## config.mk

```make
export PLATFORM = sky130hd
export DESIGN_NAME = mult_operand_packer
export DESIGN_NICKNAME = d
export VERILOG_FILES = /design/src/rtl/mult_operand_packer_pkg.sv /design/src/rtl/mult_pair_timer.sv /design/src/rtl/mult_operand_packer.sv
export SDC_FILE = /design/constraint.sdc
export NUM_CORES = 1
export LEC_CHECK = 0
export ABC_AREA = 1
export CAP_MARGIN = 0
export CORE_MARGIN = 2
export CORE_UTILIZATION = 44
export DETAILED_ROUTE_END_ITERATION = 10
export PLACE_DENSITY = 0.82
export SKIP_CTS_REPAIR_TIMING = 1
export SYNTH_ARGS = -nofsm -noshare
export SYNTH_HDL_FRONTEND = slang
export SYNTH_SLANG_ARGS = --single-unit
```

## constraint.sdc

```tcl
create_clock -name clk -period 1.1 [get_ports clk]
set_input_delay 0.11 -clock clk [delete_from_list [all_inputs] [get_ports clk]]
set_output_delay 0.11 -clock clk [all_outputs]
set_load 0.01 [all_outputs]
```

## src/rtl/mult_operand_packer_pkg.sv

```systemverilog
// Shared definitions for the multiplier operand path.
// Holds the packer/interface state encodings and the operand, word and free-space widths.
package mult_operand_packer_pkg;

    localparam int OPND_W = 8;
    localparam int WORD_W = 16;
    localparam int LEFT_W = 3;

    typedef enum logic [2:0] {
        S_A   = 3'd0,
        S_B   = 3'd1,
        S_CHK = 3'd2,
        S_WR  = 3'd3,
        S_GAP = 3'd4
    } state_t;

endpackage

```

## src/rtl/mult_pair_timer.sv

```systemverilog
// Idle timer for the half-pair wait state.
// Ports: clk, rst_n, clear (restart at 0), enable (count this cycle),
// expire (last allowed cycle reached). TIMEOUT = 0 keeps expire low.
module mult_pair_timer #(
    parameter int unsigned TIMEOUT = 1000,
    parameter int unsigned CNT_W   = 10
) (
    input  logic clk,
    input  logic rst_n,
    input  logic clear,
    input  logic enable,
    output logic expire
);

    localparam logic [CNT_W-1:0] LAST = CNT_W'(TIMEOUT - 1);

    logic [CNT_W-1:0] cnt;

    always_ff @(posedge clk or negedge rst_n) begin
        if (!rst_n) begin
            cnt <= '0;
        end else if (clear) begin
            cnt <= '0;
        end else if (enable) begin
            cnt <= cnt + 1'b1;
        end
    end

    assign expire = (TIMEOUT != 0) && enable && (cnt == LAST);

endmodule

```

## src/rtl/mult_operand_packer.sv

```systemverilog
// Pairs consecutive bytes into {multiplicand, multiplier} FIFO words.
// Ports: clk, rst_n, byte_valid/byte_data/byte_ready (byte in), flush,
// left_sig (FIFO space), write_req/fifo_write_data (FIFO write),
// drop_pulse, busy. Optional MULT_PACKER_STAT_EN adds pair_cnt, drop_cnt.
module mult_operand_packer
    import mult_operand_packer_pkg::*;
#(
    parameter int unsigned MIN_SPACE = 1,
    parameter int unsigned TIMEOUT   = 1000,
    parameter int unsigned CNT_W     = 10
) (
    input  logic              clk,
    input  logic              rst_n,
    input  logic              byte_valid,
    input  logic [OPND_W-1:0] byte_data,
    output logic              byte_ready,
    input  logic              flush,
    input  logic [LEFT_W-1:0] left_sig,
    output logic              write_req,
    output logic [WORD_W-1:0] fifo_write_data,
    output logic              drop_pulse,
    output logic              busy
`ifdef MULT_PACKER_STAT_EN
    ,
    output logic [15:0]       pair_cnt,
    output logic [7:0]        drop_cnt
`endif
);

    state_t state;
    state_t state_nxt;
    logic   accept;
    logic   expire;
    logic   drop_nxt;
    logic   tmr_clear;
    logic   tmr_en;

    assign byte_ready = (state == S_A || state == S_B) && !flush;
    assign accept     = byte_valid && byte_ready;
    assign busy       = (state != S_A);
    assign tmr_en     = (state == S_B);
    assign tmr_clear  = (state != S_B) || accept || flush;

    mult_pair_timer #(
        .TIMEOUT (TIMEOUT),
        .CNT_W   (CNT_W)
    ) u_timer (
        .clk    (clk),
        .rst_n  (rst_n),
        .clear  (tmr_clear),
        .enable (tmr_en),
        .expire (expire)
    );

    always_comb begin
        state_nxt = state;
        drop_nxt  = 1'b0;
        unique case (state)
            S_A: begin
                if (accept) state_nxt = S_B;
            end
            S_B: begin
                if (flush) begin
                    state_nxt = S_A;
                    drop_nxt  = 1'b1;
                end else if (accept) begin
                    state_nxt = S_CHK;
                end else if (expire) begin
                    state_nxt = S_A;
                    drop_nxt  = 1'b1;
                end
            end
            S_CHK: begin
                if (flush) begin
                    state_nxt = S_A;
                end else if (left_sig >= LEFT_W'(MIN_SPACE)) begin
                    state_nxt = S_WR;
                end
            end
            // A write already issued is committed; flush is ignored here.
            S_WR:    state_nxt = S_GAP;
            S_GAP:   state_nxt = S_A;
            default: state_nxt = S_A;
        endcase
    end

    always_ff @(posedge clk or negedge rst_n) begin
        if (!rst_n) begin
            state           <= S_A;
            write_req       <= 1'b0;
            drop_pulse      <= 1'b0;
            fifo_write_data <= '0;
        end else begin
            state      <= state_nxt;
            write_req  <= (state_nxt == S_WR);
            drop_pulse <= drop_nxt;
            if (accept && state == S_A) begin
                fifo_write_data[WORD_W-1:OPND_W] <= byte_data;
            end
            if (accept && state == S_B) begin
                fifo_write_data[OPND_W-1:0] <= byte_data;
            end
        end
    end

`ifdef MULT_PACKER_STAT_EN
    always_ff @(posedge clk or negedge rst_n) begin
        if (!rst_n) begin
            pair_cnt <= '0;
            drop_cnt <= '0;
        end else begin
            if (write_req) pair_cnt <= pair_cnt + 16'd1;
            if (drop_pulse && drop_cnt != 8'hFF) begin
                drop_cnt <= drop_cnt + 8'd1;
            end
        end
    end
`endif

endmodule
```

==> metrics.txt <==
# TYPE chip_impl_metric gauge
chip_impl_info{name="timing.critical_path.slowest_stage_cell",value="sky130_fd_sc_hd__dfrtp_1"} 1
chip_impl_metric{name="drtAntennaViolNets",unit=""} 0
chip_impl_info{name="clock-root-buffer",value="sky130_fd_sc_hd__clkbuf_4"} 1
chip_impl_metric{name="layout.core_utilization",unit="%"} 71.8
chip_impl_metric{name="post_dp_cell_area",unit="um2"} 1980
chip_impl_metric{name="stdcell_area",unit="um2"} 2360
chip_impl_metric{name="totalNegativeSetupSlack",unit="ns"} -5.19
chip_impl_info{name="setup_repair_after_global_routing_missed_its_margin",value="yes"} 1
chip_impl_metric{name="synthToLayoutAreaGrowth",unit="%"} 58.2
chip_impl_metric{name="die_w",unit="um"} 62.2
chip_impl_metric{name="worstPathRequired",unit="ns"} 0.99
chip_impl_metric{name="hold-worst-slack",unit="ns"} 0.126
chip_impl_metric{name="yosys_warn_count",unit=""} 0
chip_impl_metric{name="cap_viol_max_count",unit=""} 0
chip_impl_metric{name="timing.final.max_slew_violations",unit=""} 0
chip_impl_metric{name="clock_latency_of_the_later_clocked_register_in_the_worst_skew_pair",unit="ns"} 0.34
chip_impl_metric{name="synthesis.area_per_instance",unit="um2"} 8.82
chip_impl_info{name="post-synth-top-area-cell",value="sky130_fd_sc_hd__dfrtp_1"} 1
chip_impl_metric{name="pwr_density_cell",unit="nW/um2"} 1610
chip_impl_metric{name="worst-slew-pin-transition",unit="ns"} 0.300
chip_impl_metric{name="netlist_area",unit="um2"} 1490
chip_impl_metric{name="floorplan.die_area",unit="um2"} 3870
chip_impl_metric{name="ys_seq_elements",unit=""} 31
chip_impl_metric{name="first_global_vias",unit=""} 1112
chip_impl_metric{name="finalWirelength",unit="um"} 4130
chip_impl_metric{name="fin_nets",unit=""} 248
chip_impl_metric{name="vias",unit=""} 1352
chip_impl_metric{name="timing.final.crit_share",unit="%"} 125
chip_impl_metric{name="top_level_ports",unit=""} 35
chip_impl_info{name="critPathCaptureType",value="output port"} 1
chip_impl_metric{name="gr-usage-all-layers",unit="%"} 16.9
chip_impl_metric{name="max_freq",unit="MHz"} 729
chip_impl_info{name="clock_tree_from_tritoncts",value="built"} 1
chip_impl_metric{name="fraction_of_power_consumed_by_combinational_cells",unit="%"} 40.2
chip_impl_metric{name="dp_worst_setup_slack",unit="ns"} -0.347
chip_impl_metric{name="setup_violations",unit=""} 31
chip_impl_metric{name="die_y",unit="um"} 62.2
chip_impl_metric{name="cts_buf_count",unit=""} 5
chip_impl_metric{name="synthDistinctLibCells",unit=""} 18
chip_impl_metric{name="final_hold_viol_count",unit=""} 0
chip_impl_metric{name="power_frac_seq",unit="%"} 41.6
chip_impl_metric{name="finalClockSkew",unit="ns"} 0.0125
chip_impl_metric{name="slowest_delay",unit="ns"} 0.42
chip_impl_metric{name="drc_errors",unit=""} 0
chip_impl_metric{name="fillerInstances",unit=""} 234
chip_impl_metric{name="drt-vias-per-instance",unit=""} 4.86
chip_impl_metric{name="floorplan.rows",unit=""} 21
chip_impl_metric{name="netSwitchingFraction",unit="%"} 34.0
chip_impl_metric{name="postSynthNetCount",unit=""} 185
chip_impl_metric{name="period_needed",unit="ns"} 1.37
chip_impl_metric{name="htree_levels",unit=""} 2
chip_impl_metric{name="maximum_number_of_pins_on_one_net_before_global_route_repair",unit=""} 32
chip_impl_metric{name="yosysSeqAreaShare",unit="%"} 52.1
chip_impl_info{name="critical_path.cell_chain",value="nor2_4 > nand2_4 > inv_1 > dlymetal6s2s_1"} 1
chip_impl_metric{name="start_util",unit="%"} 45.4
chip_impl_info{name="violations",value="setup timing"} 1
chip_impl_metric{name="final_hpwl_from_detailed_placement",unit="um"} 2120
chip_impl_metric{name="grt_pass1_wl",unit="um"} 5180
chip_impl_metric{name="portBuffers",unit=""} 34
chip_impl_metric{name="critical_path_peak_fanout",unit=""} 3
chip_impl_metric{name="power_share_of_the_clock_group",unit="%"} 18.1
chip_impl_metric{name="insertedDiodeCount",unit=""} 0
chip_impl_metric{name="wl_per_cell",unit="um"} 14.9
chip_impl_metric{name="path_clk_slew",unit="ns"} 0.10
chip_impl_metric{name="antenna_found_initial",unit=""} 0
chip_impl_metric{name="cts_buffer_depth",unit=""} 2
chip_impl_metric{name="dp_cells",unit=""} 259
chip_impl_metric{name="coreArea",unit="um2"} 3280
chip_impl_metric{name="p_int",unit="mW"} 2.50
chip_impl_info{name="cells_taking_the_most_area_after_synthesis",value="sky130_fd_sc_hd__dfrtp_1, sky130_fd_sc_hd__nand2_1, sky130_fd_sc_hd__o21ai_2, sky130_fd_sc_hd__inv_1, sky130_fd_sc_hd__nor2_1"} 1
chip_impl_metric{name="drt-initial-drc-count",unit=""} 83
chip_impl_metric{name="synth_top_area_share",unit="%"} 52.1
chip_impl_metric{name="drtPass1Iterations",unit=""} 4
chip_impl_metric{name="final_layout_size_suffix_gt1_share",unit="%"} 36.2
chip_impl_info{name="holdCritPathClass",value="input pin to asynchronous set/reset pin"} 1
chip_impl_metric{name="gpl.final_weighted_congestion",unit=""} 0.792
chip_impl_info{name="setup.worst_path.class",value="flop to output port"} 1
chip_impl_info{name="worstSetupStartpointType",value="flop"} 1
chip_impl_metric{name="global_route.overflow_total",unit=""} 0
chip_impl_metric{name="synthesized_instance_count",unit=""} 169
chip_impl_metric{name="netSwitchingPower",unit="mW"} 1.29
chip_impl_metric{name="layout_setup_ws",unit="ns"} -0.272
chip_impl_metric{name="clkSinkCount",unit=""} 31
chip_impl_metric{name="worst_case_headroom_to_the_max_slew_limit",unit="%"} 80.0
chip_impl_metric{name="power_leakage",unit="nW"} 1.30
chip_impl_metric{name="timing.critical_path.arrival",unit="ns"} 1.26
chip_impl_metric{name="power",unit="mW"} 3.79
chip_impl_info{name="status",value="finished with violations"} 1
chip_impl_metric{name="stdcell_count",unit=""} 278
chip_impl_metric{name="vdd_ir_drop_max",unit="mV"} 1.08
## layout by cell type, fill, tap and decap left out, drive strengths merged, types with 4 or more instances in the layout
master         netlist  layout
nand3                7       7
dfrtp               31      31
inv                 29      28
nor2                22      22
clkbuf               0       6
clkdlybuf4s50        0      14
o21ai               17      17
nand2               50      53
a21oi                4       4
dlymetal6s2s         0      19
buf                  2      22
## layer usage
layer	share of wire [%]	GRT usage, %	vias up
met2	54	25.7	48
li1	-	-	655
met3	5.1	6.16	11
met4	2.6	5.83	0
met5	0	0	-
met1	39	22.4	638
## power groups by stage
stage / Combinational [mW] / Sequential [mW] / Clock, mW
after global routing: 1.62 / 1.61 / 0.756
after global placement: 1.27 / 1.55 / 0
after detailed placement: 1.30 / 1.56 / 0
final: 1.52 / 1.58 / 0.687
after floorplan: 0.457 / 1.67 / 0
after CTS: 1.30 / 1.54 / 0.692
## worst max-delay path: cells and delay by family (launching register included)
kind                   cells  cell delay (ns)
flip-flops                 1             0.42
AND/OR/NAND/NOR            2             0.25
buffers and inverters      2             0.26
## cell families (layout without fill, tap and decap cells)
group                    after synthesis  after routing  share of synthesized area, %
AO/OA/AOI/OAI                         22             22                          11.5
adder cells (fa/ha/maj)                1              1                         0.839
buffers and inverters                 31             91                          8.82
flip-flops                            31             31                          52.1
AND/OR/NAND/NOR                       84             87                          26.8
## synthesized netlist by cell type
master                    instances
sky130_fd_sc_hd__a21oi_1          4
sky130_fd_sc_hd__a31oi_1          1
sky130_fd_sc_hd__buf_6            2
sky130_fd_sc_hd__dfrtp_1         31
sky130_fd_sc_hd__ha_1             1
sky130_fd_sc_hd__inv_1           29
sky130_fd_sc_hd__nand2_1         44
sky130_fd_sc_hd__nand2_2          3
sky130_fd_sc_hd__nand2_4          3
sky130_fd_sc_hd__nand3_1          7
sky130_fd_sc_hd__nand4_1          3
sky130_fd_sc_hd__nor2_1          20
sky130_fd_sc_hd__nor2_4           1
sky130_fd_sc_hd__nor2_8           1
sky130_fd_sc_hd__nor3_1           1
sky130_fd_sc_hd__nor3_4           1
sky130_fd_sc_hd__o21ai_0          1
sky130_fd_sc_hd__o21ai_2         16
## worst paths after layout
check / startpoint / end / slack (ns) / cells after the start
max in group asynchronous: rst_n / u_timer.cnt[1] / 0.80 / 2
max: state[1] / byte_ready / -0.27 / 4
min reg2reg: fifo_write_data[9] / fifo_write_data[9] / 0.49 / 2
max reg2reg: state[1] / fifo_write_data[2] / -0.25 / 7
min: rst_n / u_timer.cnt[8] / 0.13 / 2
min in group clk: byte_data[7] / fifo_write_data[7] / 0.37 / 3
## final cells by class
class / instances / area, um2 / area share, %
Inverter: 29 / 114 / 4.83
Multi-Input combinational cell: 110 / 766 / 32.5
Clock buffer: 6 / 51.3 / 2.18
Clock inverter: 1 / 5.00 / 0.212
Tap cell: 46 / 57.6 / 2.44
Timing Repair Buffer: 55 / 587 / 24.9
Sequential cell: 31 / 777 / 33.0
## flip-flops by register name (all words and copies together) (netlist names)
| signal | cells |
|---|---|
| drop_pulse | 1 |
| fifo_write_data | 16 |
| state | 3 |
| u_timer.cnt | 10 |
| write_req | 1 |
Power figures use the tool's default switching activity.
